### config.mk
export PLATFORM = sky130hd
export DESIGN_NAME = zic_nest_ctrl
export DESIGN_NICKNAME = d
export VERILOG_FILES = /design/src/rtl/zic_pkg.sv /design/src/rtl/zic_lvl_stack.sv /design/src/rtl/zic_nest_ctrl.sv
export SDC_FILE = /design/constraint.sdc
export NUM_CORES = 1
export LEC_CHECK = 0
export CORE_MARGIN = 5
export CORE_UTILIZATION = 69
export CTS_CLUSTER_SIZE = 10
export DETAILED_ROUTE_END_ITERATION = 16
export DONT_BUFFER_PORTS = 1
export PLACE_DENSITY = 0.85
export SYNTH_ARGS = -nofsm -noshare
export SYNTH_HDL_FRONTEND = slang
export SYNTH_HIERARCHICAL = 1
export SYNTH_SLANG_ARGS = --single-unit
### constraint.sdc
create_clock -name zic_clk -period 7.3 [get_ports zic_clk]
set_input_delay 0.73 -clock zic_clk [delete_from_list [all_inputs] [get_ports zic_clk]]
set_output_delay 0.73 -clock zic_clk [all_outputs]
set_load 0.05 [all_outputs]
### src/rtl/zic_pkg.sv
// Shared widths, priority slice and FSM encoding for the ZIC nesting
// controller.
package zic_pkg;

    localparam int ZIC_ID_W       = 8;
    localparam int ZIC_LVL_W      = 8;
    localparam int ZIC_LVL_HI     = 7;
    localparam int ZIC_LVL_LO     = 5;
    localparam int ZIC_NEST_DEPTH = 8;
    localparam int ZIC_CNT_W      = 4;

    typedef enum logic [1:0] {
        IDLE   = 2'd0,
        PEND   = 2'd1,
        SETTLE = 2'd2
    } nest_state_t;

endpackage

### src/rtl/zic_lvl_stack.sv
// LIFO of in-service {id, level} pairs.
// The top entry is kept in its own register so the outputs come straight from flops.
module zic_lvl_stack
    import zic_pkg::*;
#(
    parameter int DEPTH = ZIC_NEST_DEPTH,
    parameter int ID_W  = ZIC_ID_W,
    parameter int LVL_W = ZIC_LVL_W,
    parameter int CNT_W = ZIC_CNT_W
) (
    input  logic             clk,
    input  logic             rst_n,
    input  logic             clr_i,
    input  logic             push_i,
    input  logic [ID_W-1:0]  push_id_i,
    input  logic [LVL_W-1:0] push_lvl_i,
    input  logic             pop_i,
    output logic [ID_W-1:0]  top_id_o,
    output logic [LVL_W-1:0] top_lvl_o,
    output logic [CNT_W-1:0] count_o,
    output logic             full_o,
    output logic             empty_o
);

    localparam int IDX_W = (DEPTH > 1) ? $clog2(DEPTH) : 1;

    logic [ID_W-1:0]  id_q  [DEPTH];
    logic [ID_W-1:0]  id_d  [DEPTH];
    logic [LVL_W-1:0] lvl_q [DEPTH];
    logic [LVL_W-1:0] lvl_d [DEPTH];
    logic [CNT_W-1:0] cnt_q, cnt_d;
    logic [ID_W-1:0]  top_id_q, top_id_d;
    logic [LVL_W-1:0] top_lvl_q, top_lvl_d;
    logic [IDX_W-1:0] wr_idx, prev_idx;

    assign full_o    = (cnt_q == CNT_W'(DEPTH));
    assign empty_o   = (cnt_q == '0);
    assign count_o   = cnt_q;
    assign top_id_o  = top_id_q;
    assign top_lvl_o = top_lvl_q;

    assign wr_idx   = IDX_W'(cnt_q);
    assign prev_idx = IDX_W'(cnt_q - CNT_W'(2));

    always_comb begin
        id_d      = id_q;
        lvl_d     = lvl_q;
        cnt_d     = cnt_q;
        top_id_d  = top_id_q;
        top_lvl_d = top_lvl_q;
        if (clr_i) begin
            for (int i = 0; i < DEPTH; i++) begin
                id_d[i]  = '0;
                lvl_d[i] = '0;
            end
            cnt_d     = '0;
            top_id_d  = '0;
            top_lvl_d = '0;
        end else if (push_i && !full_o) begin
            id_d[wr_idx]  = push_id_i;
            lvl_d[wr_idx] = push_lvl_i;
            cnt_d         = cnt_q + CNT_W'(1);
            top_id_d      = push_id_i;
            top_lvl_d     = push_lvl_i;
        end else if (pop_i && !empty_o) begin
            cnt_d = cnt_q - CNT_W'(1);
            // Expose the entry below, or 0 once the stack drains.
            if (cnt_q >= CNT_W'(2)) begin
                top_id_d  = id_q[prev_idx];
                top_lvl_d = lvl_q[prev_idx];
            end else begin
                top_id_d  = '0;
                top_lvl_d = '0;
            end
        end
    end

    always_ff @(posedge clk or negedge rst_n) begin
        if (!rst_n) begin
            for (int i = 0; i < DEPTH; i++) begin
                id_q[i]  <= '0;
                lvl_q[i] <= '0;
            end
            cnt_q     <= '0;
            top_id_q  <= '0;
            top_lvl_q <= '0;
        end else begin
            id_q      <= id_d;
            lvl_q     <= lvl_d;
            cnt_q     <= cnt_d;
            top_id_q  <= top_id_d;
            top_lvl_q <= top_lvl_d;
        end
    end

endmodule

### src/rtl/zic_nest_ctrl.sv
// Claim/complete sequencer for the ZIC: snapshots the pending request,
// answers core claims, clears the gateway and tracks nesting via a LIFO.
module zic_nest_ctrl
    import zic_pkg::*;
#(
    parameter int NEST_DEPTH = ZIC_NEST_DEPTH,
    parameter int ID_W       = ZIC_ID_W,
    parameter int LVL_W      = ZIC_LVL_W,
    parameter int CNT_W      = ZIC_CNT_W
) (
    input  logic             zic_clk,
    input  logic             zic_rst,
    input  logic             wdt_reset_i,
    input  logic             debug_ndm_reset_i,
    input  logic             irq_req_i,
    input  logic             irq_id_valid_i,
    input  logic [ID_W-1:0]  irq_id_i,
    input  logic [LVL_W-1:0] irq_lvl_i,
    input  logic             claim_i,
    output logic             claim_valid_o,
    output logic [ID_W-1:0]  claim_id_o,
    output logic             clr_pending_o,
    output logic [ID_W-1:0]  clr_id_o,
    input  logic             eoi_i,
    input  logic [ID_W-1:0]  eoi_id_i,
    output logic [LVL_W-1:0] active_lvl_o,
    output logic [ID_W-1:0]  active_id_o,
    output logic [CNT_W-1:0] nest_depth_o,
    output logic             stack_ovf_o,
    output logic             eoi_err_o
);

    nest_state_t      state_q, state_d;
    logic [ID_W-1:0]  snap_id_q, snap_id_d;
    logic [LVL_W-1:0] snap_lvl_q, snap_lvl_d;
    logic             eoi_hold_q, eoi_hold_d;
    logic [ID_W-1:0]  eoi_hold_id_q, eoi_hold_id_d;
    logic             claim_valid_q, claim_valid_d;
    logic [ID_W-1:0]  claim_id_q, claim_id_d;
    logic             clr_pending_q, clr_pending_d;
    logic [ID_W-1:0]  clr_id_q, clr_id_d;
    logic             stack_ovf_q, stack_ovf_d;
    logic             eoi_err_q, eoi_err_d;

    logic             sync_clr;
    logic             req_ok;
    logic             push, pop;
    logic             eoi_go;
    logic [ID_W-1:0]  eoi_tag;
    logic [ID_W-1:0]  stk_top_id;
    logic             stk_full, stk_empty;

    assign sync_clr = wdt_reset_i || debug_ndm_reset_i;
    assign req_ok   = irq_req_i && irq_id_valid_i;

    zic_lvl_stack #(
        .DEPTH (NEST_DEPTH),
        .ID_W  (ID_W),
        .LVL_W (LVL_W),
        .CNT_W (CNT_W)
    ) u_stack (
        .clk        (zic_clk),
        .rst_n      (zic_rst),
        .clr_i      (sync_clr),
        .push_i     (push),
        .push_id_i  (snap_id_q),
        .push_lvl_i (snap_lvl_q),
        .pop_i      (pop),
        .top_id_o   (stk_top_id),
        .top_lvl_o  (active_lvl_o),
        .count_o    (nest_depth_o),
        .full_o     (stk_full),
        .empty_o    (stk_empty)
    );

    always_comb begin
        state_d       = state_q;
        snap_id_d     = snap_id_q;
        snap_lvl_d    = snap_lvl_q;
        eoi_hold_d    = eoi_hold_q;
        eoi_hold_id_d = eoi_hold_id_q;
        claim_valid_d = 1'b0;
        claim_id_d    = '0;
        clr_pending_d = 1'b0;
        clr_id_d      = '0;
        stack_ovf_d   = stack_ovf_q;
        eoi_err_d     = eoi_err_q;
        push          = 1'b0;
        pop           = 1'b0;
        eoi_go        = eoi_i;
        eoi_tag       = eoi_id_i;

        unique case (state_q)
            IDLE: begin
                claim_valid_d = claim_i;
                if (req_ok) begin
                    snap_id_d  = irq_id_i;
                    snap_lvl_d = irq_lvl_i;
                    state_d    = PEND;
                end
            end
            PEND: begin
                if (req_ok) begin
                    snap_id_d  = irq_id_i;
                    snap_lvl_d = irq_lvl_i;
                end
                if (claim_i && !stk_full) begin
                    push          = 1'b1;
                    claim_valid_d = 1'b1;
                    claim_id_d    = snap_id_q;
                    clr_pending_d = 1'b1;
                    clr_id_d      = snap_id_q;
                    // A same-edge EOI is deferred so push and pop never collide.
                    eoi_go        = 1'b0;
                    eoi_hold_d    = eoi_i;
                    eoi_hold_id_d = eoi_id_i;
                    state_d       = SETTLE;
                end else if (claim_i) begin
                    claim_valid_d = 1'b1;
                    stack_ovf_d   = 1'b1;
                    state_d       = IDLE;
                end else if (!irq_req_i) begin
                    state_d = IDLE;
                end
            end
            SETTLE: begin
                claim_valid_d = claim_i;
                if (eoi_hold_q) begin
                    eoi_go  = 1'b1;
                    eoi_tag = eoi_hold_id_q;
                    // Only one pop per edge; a fresh EOI here is dropped.
                    if (eoi_i) eoi_err_d = 1'b1;
                end
                eoi_hold_d    = 1'b0;
                eoi_hold_id_d = '0;
                state_d       = IDLE;
            end
            default: state_d = IDLE;
        endcase

        if (eoi_go) begin
            if (stk_empty || (eoi_tag != stk_top_id)) eoi_err_d = 1'b1;
            else pop = 1'b1;
        end

        if (sync_clr) begin
            state_d       = IDLE;
            snap_id_d     = '0;
            snap_lvl_d    = '0;
            eoi_hold_d    = 1'b0;
            eoi_hold_id_d = '0;
            claim_valid_d = 1'b0;
            claim_id_d    = '0;
            clr_pending_d = 1'b0;
            clr_id_d      = '0;
            stack_ovf_d   = 1'b0;
            eoi_err_d     = 1'b0;
            push          = 1'b0;
            pop           = 1'b0;
        end
    end

    always_ff @(posedge zic_clk or negedge zic_rst) begin
        if (!zic_rst) begin
            state_q       <= IDLE;
            snap_id_q     <= '0;
            snap_lvl_q    <= '0;
            eoi_hold_q    <= 1'b0;
            eoi_hold_id_q <= '0;
            claim_valid_q <= 1'b0;
            claim_id_q    <= '0;
            clr_pending_q <= 1'b0;
            clr_id_q      <= '0;
            stack_ovf_q   <= 1'b0;
            eoi_err_q     <= 1'b0;
        end else begin
            state_q       <= state_d;
            snap_id_q     <= snap_id_d;
            snap_lvl_q    <= snap_lvl_d;
            eoi_hold_q    <= eoi_hold_d;
            eoi_hold_id_q <= eoi_hold_id_d;
            claim_valid_q <= claim_valid_d;
            claim_id_q    <= claim_id_d;
            clr_pending_q <= clr_pending_d;
            clr_id_q      <= clr_id_d;
            stack_ovf_q   <= stack_ovf_d;
            eoi_err_q     <= eoi_err_d;
        end
    end

    assign claim_valid_o = claim_valid_q;
    assign claim_id_o    = claim_id_q;
    assign clr_pending_o = clr_pending_q;
    assign clr_id_o      = clr_id_q;
    assign active_id_o   = stk_top_id;
    assign stack_ovf_o   = stack_ovf_q;
    assign eoi_err_o     = eoi_err_q;

endmodule

==> tab_implementation.tex, run 1 <==
\begin{tabular}{lr}
\hline
Metric & Value \\
\hline
\multicolumn{2}{l}{\textbf{Floorplanning}} \\
Die W & 125 um \\
Die H & about 120 um \\
IO Pins & 72 \\
Initial core utilization & between 60\% and 70\% \\
Floorplan die area & roughly 16,000 sq um \\
Number of rows in the core area & 42 \\
Floorplan Core Area & about 13,000 sq um \\
\multicolumn{2}{l}{\textbf{Setup path}} \\
Worst Setup Start Kind & register \\
Kind of cell adding the most delay to the critical path & compound AO/OA/AOI/OAI gates \\
Highest fanout seen on the critical path & between 40 and 50 \\
Class of the most critical setup path & reg2reg \\
Arrival time worst endpoint & 4.07 ns \\
Cell with the biggest individual delay on the critical path & buf\_4 \\
Buffers plus inverters on the worst setup path & 3 \\
Delay of the slowest cell on the worst path & 0.70 ns \\
CP cell instances & buf\_4 > inv\_1 > nand3\_1 > nor2\_1 > a2111o\_1 > nand2\_1 > nand3\_2 > a211oi\_2 > inv\_1 > a22oi\_2 > nor2\_4 > a221o\_1 \\
Required time worst endpoint & roughly 7.6 ns \\
Crit path top cell by count & inv\_1 \\
Type of destination of the critical path & register \\
\multicolumn{2}{l}{\textbf{Clock network}} \\
Clock tree from TritonCTS & built \\
Root buffer selected by CTS & clkbuf\_16 \\
CTS H-tree depth & 4 \\
Post-cts resize count & 0 \\
Insertion delay of the later-clocked pin in the worst-skew pair & 0.44 ns \\
TritonCTS Sinks & approximately 190 \\
Number of setup buffers added after CTS & 0 \\
Number of buffers added to fix hold violations after cts & 1 \\
Clk slew on worst S/H paths & $\sim$0.070 ns \\
Number of buffers on the longest clock path & 2 \\
Clock buffer count from CTS & 17 \\
\multicolumn{2}{l}{\textbf{Yosys}} \\
Fraction of the mapped netlist area in compound gates & between 10\% and 20\% \\
Xor and xnor area share after synthesis & roughly 1.2\% \\
Register area share after synthesis & roughly half \\
Post-synthesis async set-or-reset flop share & 100\% \\
Post-Syn Area & approximately 9100 sq um \\
Number of warnings printed during yosys synthesis & 6 \\
Count of cell types in the netlist & roughly 60 \\
Multiplexer share of the synthesized area & $\sim$15\% \\
Synth Area in Adders & under 10\% \\
Post-Syn Nets & 911 \\
Number of enable flip-flop cells after synthesis & 0 \\
Area fraction in and, or, nand and nor cells after synthesis & between 10 and 15\% \\
Top flip-flop cell by instance count after synthesis & dfrtp\_1 \\
Combinational family with the most area after synthesis & multiplexers \\
Synthesized area divided by synthesized cell count & 10.5 sq um \\
Number of cells produced by synthesis & between 800 and 900 \\
Area contributors post-synth & dfrtp\_1, nand2\_1, mux4\_2 \\
Number of storage elements in the synthesis netlist & around 190 \\
Fraction of synthesized cell area taken by the top area cell type & 51.3\% \\
Leading area contributor after synthesis & dfrtp\_1 \\
\multicolumn{2}{l}{\textbf{Power}} \\
Fraction of power consumed by the clock network & $\sim$45\% \\
Switch Pwr & 0.000471 W \\
Leakage power & between 4 and 5 nW \\
Peak VDD IR & 0.200 mV \\
Sw Ratio & 23.6\% \\
Pwr dens & between 200 and 250 nW/um\^{}2 \\
Combinational power share & 3.0\% \\
Share of total power in sequential cells & between 50\% and 60\% \\
Total internal power & between 0.0015 and 0.002 W \\
\multicolumn{2}{l}{\textbf{Detailed routing}} \\
Routed vias & around 6,600 \\
ANT nets after route & 0 \\
Total iterations of the first detailed-routing run & 5 \\
Average detailed-routed wire length per instance & 21.6 um \\
Post-detailed-route DRC marker count & 0 \\
Routed vias/inst & between 6 and 7 \\
Total wire length after detailed routing & about 22,000 um \\
Drt initial violations & $\sim$760 \\
\multicolumn{2}{l}{\textbf{Global route}} \\
Antenna violations before repair & 0 \\
Global-route wire length before repair & 34,800 um \\
Via count of the first global-routing pass & around 6,700 \\
GR Overflow Total & 0 \\
Global-route total usage across every layer & between 20 and 30\% \\
Pin count of the biggest net entering global routing & 188 \\
\multicolumn{2}{l}{\textbf{Place}} \\
Number of cells after detailed placement & 971 \\
Setup slack at placement & between 3 and 4 ns \\
Buffers on Ports & 0 \\
GP Congestion & 0.911 \\
HPWL reported at the end of detailed placement & 13,300 um \\
\multicolumn{2}{l}{\textbf{Finish}} \\
Final core area utilization & around three quarters \\
Ant. Diodes & 0 \\
\# nets final & about 860 \\
Most common library cell in the layout ignoring fill and taps & nand2\_1 \\
Non-Filler Instances & roughly 1,000 \\
Area overhead of the layout relative to synthesis & 5.02\% \\
Highest-count cells in the layout ignoring fill and taps & nand2\_1, dfrtp\_1, a21oi\_1, nor2\_1, mux2i\_1 \\
Fraction of layout instances using a drive strength above 1 & roughly 11\% \\
Filler Cell Count & 872 \\
\multicolumn{2}{l}{\textbf{Timing}} \\
Max-Slew Margin vs Limit & 33.9\% \\
Max-slew violations & 0 \\
Minimum period implied by the final worst setup slack & between 3 and 4 ns \\
Count of final setup violators & 0 \\
Tcrit/Tclk final & about half \\
Crit path setup slack, layout & approximately 3.6 ns \\
Setup TNS after final layout & 0 ns \\
Maximum operating frequency & 267 MHz \\
Least-Margin Pin Slew & 0.987 ns \\
Hold WS & about 0.31 ns \\
Clock Skews & around 0.0067 ns \\
Endpoints failing hold & 0 \\
RSZ-0062 raised after global routing & false \\
\multicolumn{2}{l}{\textbf{Run status}} \\
Run status & complete, no violations \\
\multicolumn{2}{l}{\textbf{Hold path}} \\
Worst min-delay path class & in2async \\
\multicolumn{2}{l}{\textbf{Run}} \\
Maximum capacitance violations & 0 \\
\hline
\end{tabular}
worst register-to-register path, cell delays in order, from the launching register on:
cell and delay, ns:
dfrtp_2 0.34, buf_4 0.70, inv_1 0.28, nand3_1 0.22, nor2_1 0.09, a2111o_1 0.40, nand2_1 0.07, nand3_2 0.07
a211oi_2 0.32, inv_1 0.15, a22oi_2 0.41, nor2_4 0.17, a221o_1 0.42
synthesized netlist by cell type (3+ instances only):
master    instances
nand2_1         198
dfrtp_1         187
a21oi_1          99
nor2_1           76
mux2i_1          65
clkbuf_1         45
mux4_2           32
a221o_1          16
buf_4            14
inv_1            12
buf_2            11
ha_1             10
a22o_1            9
and2_1            9
xnor2_1           9
nand3_1           6
and3_1            5
buf_6             5
nand3_2           5
a21o_1            4
buf_1             3
or2_1             3
xor2_1            3
final timing paths:
path                                     from                    to  slack (ns)  cells after the start
max                        u_stack/count_o[1]  u_stack/top_lvl_o[0]        3.55                     12
min                                   zic_rst      u_stack/id_q[29]        0.31                      1
max reg2reg                u_stack/count_o[1]  u_stack/top_lvl_o[0]        3.55                     12
min reg2reg                 u_stack/lvl_q[61]     u_stack/lvl_q[61]        0.52                      2
max in group asynchronous             zic_rst    u_stack/count_o[1]        6.28                      1
min in group zic_clk             irq_lvl_i[2]         snap_lvl_q[2]        0.41                      2
metal layers:
layer / track usage [%] / part of all wire [%] / vias to the layer above
met5: 0 / 0 / -
met4: 10.7 / 2.7 / 0
met3: 8.27 / 8.7 / 54
met2: 48.1 / 51 / 330
met1: 33.9 / 38 / 3330
li1: - / - / 2871
power groups by stage:
| stage | combinational (W) | sequential, W | clock [W] |
|---|---|---|---|
| 2_1_floorplan | 0.0000364 | 0.00106 | 0 |
| 3_3_place_gp | 0.0000362 | 0.00107 | 0 |
| 3_5_place_dp | 0.0000380 | 0.00107 | 0 |
| 4_1_cts | 0.0000598 | 0.00105 | 0.000900 |
| 5_1_grt | 0.0000673 | 0.00105 | 0.000947 |
| 6_report | 0.0000592 | 0.00105 | 0.000891 |
registers in the layout, indices dropped and copies added, names as in the netlist, 2 cells and up:
| register | count |
|---|---|
| state_q | 2 |
| u_stack/top_lvl_o | 8 |
| clr_id_o | 8 |
| u_stack/top_id_o | 8 |
| eoi_hold_id_q | 8 |
| u_stack/lvl_q | 64 |
| snap_id_q | 8 |
| u_stack/id_q | 64 |
| snap_lvl_q | 8 |
| u_stack/count_o | 4 |
cell families after synthesis:
kind of cell / Yosys count
muxes: 97
adders and majority gates: 11
DFF: 187
xor gates and xnor gates: 12
buffers and inverters: 91
AOI/OAI and AO/OA: 153
and+or+nand+nor: 317
cell type report:
cell class / instances / area [sq um] / area share [%]
Clock inverter: 14 / 136 / 1.42
Sequential cell: 187 / 4680 / 48.9
Timing Repair Buffer: 6 / 65.1 / 0.679
Multi-Input combinational cell: 590 / 4000 / 41.7
Tap cell: 176 / 220 / 2.30
Inverter: 13 / 48.8 / 0.510
Clock buffer: 18 / 429 / 4.48
metrics by stage:
step                      total power [W]  cell area (sq um)
after global routing              0.00206               9580
after detailed placement          0.00111               8980
final                             0.00200               9580
after CTS                         0.00201               9580
after global placement            0.00110               8980
after floorplan                   0.00110               9120
(Power assumes the default switching activity.)
==> run 2, diff against run 1 <==
--- a/config.mk
+++ b/config.mk
@@ -6,11 +6,11 @@
 export NUM_CORES = 1
 export LEC_CHECK = 0
 export CORE_MARGIN = 5
-export CORE_UTILIZATION = 69
+export CORE_UTILIZATION = 64
 export CTS_CLUSTER_SIZE = 10
 export DETAILED_ROUTE_END_ITERATION = 16
 export DONT_BUFFER_PORTS = 1
-export PLACE_DENSITY = 0.85
+export PLACE_DENSITY = 0.8
 export SYNTH_ARGS = -nofsm -noshare
 export SYNTH_HDL_FRONTEND = slang
 export SYNTH_HIERARCHICAL = 1
==> constraint.sdc (replaced) <==
create_clock -name zic_clk -period 3.7 [get_ports zic_clk]
set_input_delay 0.37 -clock zic_clk [delete_from_list [all_inputs] [get_ports zic_clk]]
set_output_delay 0.37 -clock zic_clk [all_outputs]
set_load 0.05 [all_outputs]
==> run 2 against run 1 <==
The flow now finishes with violations (negative hold slack); fmax rose by 15%; count of clock-buffer cells in the layout up 5; register-to-register slack lost 3.1 ns; worst hold slack lost 0.69 ns; design area grew 0.82%; flip-flop and latch count did not move; via count is 1.3% lower; die area up 7.2%; first-iteration DRC count down 3.1%; total power rose by 100%; combinational power increased by 33%; sequential share of layout area down 0.40 points; largest cell class unchanged.
==> tab_implementation.tex, run 2 (synthesis results as in run 1) <==
\begin{tabular}{lr}
\hline
Metric & Value \\
\hline
\multicolumn{2}{l}{\textbf{Setup path}} \\
Arrival time worst endpoint & 3.54 ns (was 4.07 ns) \\
R2R cell count & 9 (was 12) \\
Type of destination of the critical path & register (unchanged) \\
Worst Setup Start Kind & register (unchanged) \\
Highest fanout seen on the critical path & 23 (was 42) \\
Required time worst endpoint & 3.97 ns (was 7.63 ns) \\
Class of the most critical setup path & reg2reg (unchanged) \\
\multicolumn{2}{l}{\textbf{Detailed routing}} \\
Average detailed-routed wire length per instance & 21.3 um (was 21.6 um) \\
Total iterations of the first detailed-routing run & 5 (unchanged) \\
Routed vias & 6,500 (was 6,585) \\
Routed vias/inst & 6.41 (was 6.56) \\
Post-detailed-route DRC marker count & 0 (unchanged) \\
ANT nets after route & 0 (unchanged) \\
Drt initial violations & 738 (was 762) \\
Total wire length after detailed routing & 21,600 um (was 21,700 um) \\
\multicolumn{2}{l}{\textbf{Clock network}} \\
TritonCTS Sinks & 187 (unchanged) \\
Number of buffers on the longest clock path & 2 (unchanged) \\
Clock buffer count from CTS & 17 (unchanged) \\
Clk slew on worst S/H paths & 0.07 ns (about the same) \\
Post-cts resize count & 0 (unchanged) \\
Root buffer selected by CTS & clkbuf\_16 (unchanged) \\
Insertion delay of the later-clocked pin in the worst-skew pair & 0.44 ns (about the same) \\
Clock tree from TritonCTS & built (unchanged) \\
Number of setup buffers added after CTS & 0 (unchanged) \\
CTS H-tree depth & 4 (unchanged) \\
\multicolumn{2}{l}{\textbf{Power}} \\
Switch Pwr & 0.000841 W (was 0.000471 W) \\
Total internal power & 0.00319 W (was 0.00153 W) \\
Sw Ratio & 20.9\% (was 23.6\%) \\
Post-layout total power & 0.00403 W (was 0.00200 W) \\
Fraction of power consumed by the clock network & 46.7\% (was 44.6\%) \\
Pwr dens & 417 nW/um\^{}2 (was 209 nW/um\^{}2) \\
Share of total power in sequential cells & 51.4\% (was 52.5\%) \\
Leakage power & 4.44 nW (was 4.40 nW) \\
Peak VDD IR & 0.316 mV (was 0.200 mV) \\
Combinational power share & 1.9\% (was 3.0\%) \\
\multicolumn{2}{l}{\textbf{Timing}} \\
Hold WS & -0.377 ns (was 0.310 ns) \\
Max-slew violations & 0 (unchanged) \\
Maximum operating frequency & 305 MHz (was 267 MHz) \\
Minimum period implied by the final worst setup slack & 3.27 ns (was 3.75 ns) \\
Least-Margin Pin Slew & 1.11 ns (was 0.987 ns) \\
Clock Skews & 0.00886 ns (was 0.00668 ns) \\
Endpoints failing hold & 187 (was 0) \\
Setup TNS after final layout & 0 ns (unchanged) \\
Max-Slew Margin vs Limit & 25.6\% (was 33.9\%) \\
RSZ-0062 raised after global routing & false (unchanged) \\
Tcrit/Tclk final & 88.5\% (was 51.4\%) \\
Count of final setup violators & 0 (unchanged) \\
\multicolumn{2}{l}{\textbf{Finish}} \\
\# nets final & 864 (was 858) \\
Highest-count cells in the layout ignoring fill and taps & nand2\_1, dfrtp\_1, a21oi\_1, nor2\_1, mux2i\_1 (unchanged) \\
Multi-input gate area & 4000 sq um (unchanged) \\
Area overhead of the layout relative to synthesis & 5.89\% (was 5.02\%) \\
Most common library cell in the layout ignoring fill and taps & nand2\_1 (unchanged) \\
Area used by sequential logic in the layout & 4680 sq um (unchanged) \\
Ant. Diodes & 0 (unchanged) \\
Largest registers & u\_stack/id\_q x64, u\_stack/lvl\_q x64 (unchanged) \\
Filler Cell Count & 983 (was 872) \\
Fraction of layout instances using a drive strength above 1 & 11.5\% (was 11.1\%) \\
\multicolumn{2}{l}{\textbf{Global route}} \\
Antenna violations before repair & 1 (was 0) \\
Pin count of the biggest net entering global routing & 188 (unchanged) \\
GR Overflow Total & 0 (unchanged) \\
Via count of the first global-routing pass & 6,759 (was 6,701) \\
Global-route total usage across every layer & 27.7\% (was 28.1\%) \\
Global-route wire length before repair & 35,500 um (was 34,800 um) \\
\multicolumn{2}{l}{\textbf{Place}} \\
GP Congestion & 0.915 (was 0.911) \\
HPWL reported at the end of detailed placement & 13,300 um (about the same) \\
Buffers on Ports & 0 (unchanged) \\
\multicolumn{2}{l}{\textbf{Hold path}} \\
Worst min-delay path class & in2async (unchanged) \\
\multicolumn{2}{l}{\textbf{Floorplanning}} \\
IO Pins & 72 (unchanged) \\
Die H & 129 um (was 125 um) \\
Die W & 129 um (was 125 um) \\
Number of rows in the core area & 43 (was 42) \\
Initial core utilization & 65.4\% (was 69.7\%) \\
Floorplan Core Area & 13,900 sq um (was 13,100 sq um) \\
Floorplan die area & 16,700 sq um (was 15,600 sq um) \\
\multicolumn{2}{l}{\textbf{Run status}} \\
Violations in the final reports & negative hold slack \\
Run status & finished, violations left (was complete, no violations) \\
\multicolumn{2}{l}{\textbf{Run}} \\
Maximum capacitance violations & 0 (unchanged) \\
\hline
\end{tabular}
==> run 2: cell count changes in the layout (fill, tap and decap cells not counted), sizes merged <==
cell	previous run	this run
bufinv	1	3
clkinv	6	4
inv	18	13
clkbuf	18	23
buf	6	12
==> run 2: worst paths after layout <==
path	start	to	slack (ns)
min reg2reg	u_stack/id_q[45]	u_stack/id_q[45]	0.52
min in group zic_clk	irq_id_i[3]	snap_id_q[3]	0.06
min	zic_rst	clr_pending_o	-0.38
max reg2reg	state_q[1]	u_stack/lvl_q[29]	0.43
max	state_q[1]	u_stack/lvl_q[29]	0.43
max in group asynchronous	zic_rst	u_stack/count_o[1]	3.66
==> run 2: power groups by stage <==
stage	combinational (W)	clock, W	sequential [W]
final	0.0000785	0.00188	0.00207
after global routing	0.0000869	0.00200	0.00207
after CTS	0.0000783	0.00191	0.00207
after detailed placement	0.0000772	0	0.00211
after global placement	0.0000738	0	0.00211
after floorplan	0.0000718	0	0.00210
==> run 2: through the flow <==
stage	hold slack (ns)	instances	util (%)	area (sq um)	worst slack, ns
after floorplan	0.0744	868	-	9120	0.187
after global placement	0.0795	982	64.9	9040	0.703
after detailed placement	0.0788	982	64.9	9040	0.476
after CTS	-0.393	1014	69.3	9650	0.458
after global routing	-0.394	1014	69.3	9650	0.191
final	-0.377	1014	69.3	9650	0.426
==> run 2: critical path, stage by stage, from the launching register on <==
cell     delay, ns
dfrtp_1       0.41
inv_1         0.12
ha_1          0.28
nand2_1       0.16
nor3_2        0.29
buf_4         0.32
nor2b_1       0.40
nand3_2       0.64
mux2i_1       0.37
nor2_1        0.08
==> run 2: layout make-up <==
class                      count  share of cell area [%]
sequential                   187                    48.5
inverter                      13                   0.505
timing repair buffer          12                   0.933
multi-input combinational    590                    41.4
clock inverter                 9                    1.41
tap                          180                    2.33
clock buffer                  23                    4.95
==> run 2: metal layers <==
| layer | vias to the layer above | share of wire, % | track usage [%] |
|---|---|---|---|
| met5 | - | 0.032 | 0 |
| met4 | 2 | 3.3 | 12.7 |
| met3 | 54 | 8.8 | 6.55 |
| met2 | 296 | 49 | 44.8 |
| met1 | 3269 | 39 | 35.9 |
| li1 | 2879 | - | - |
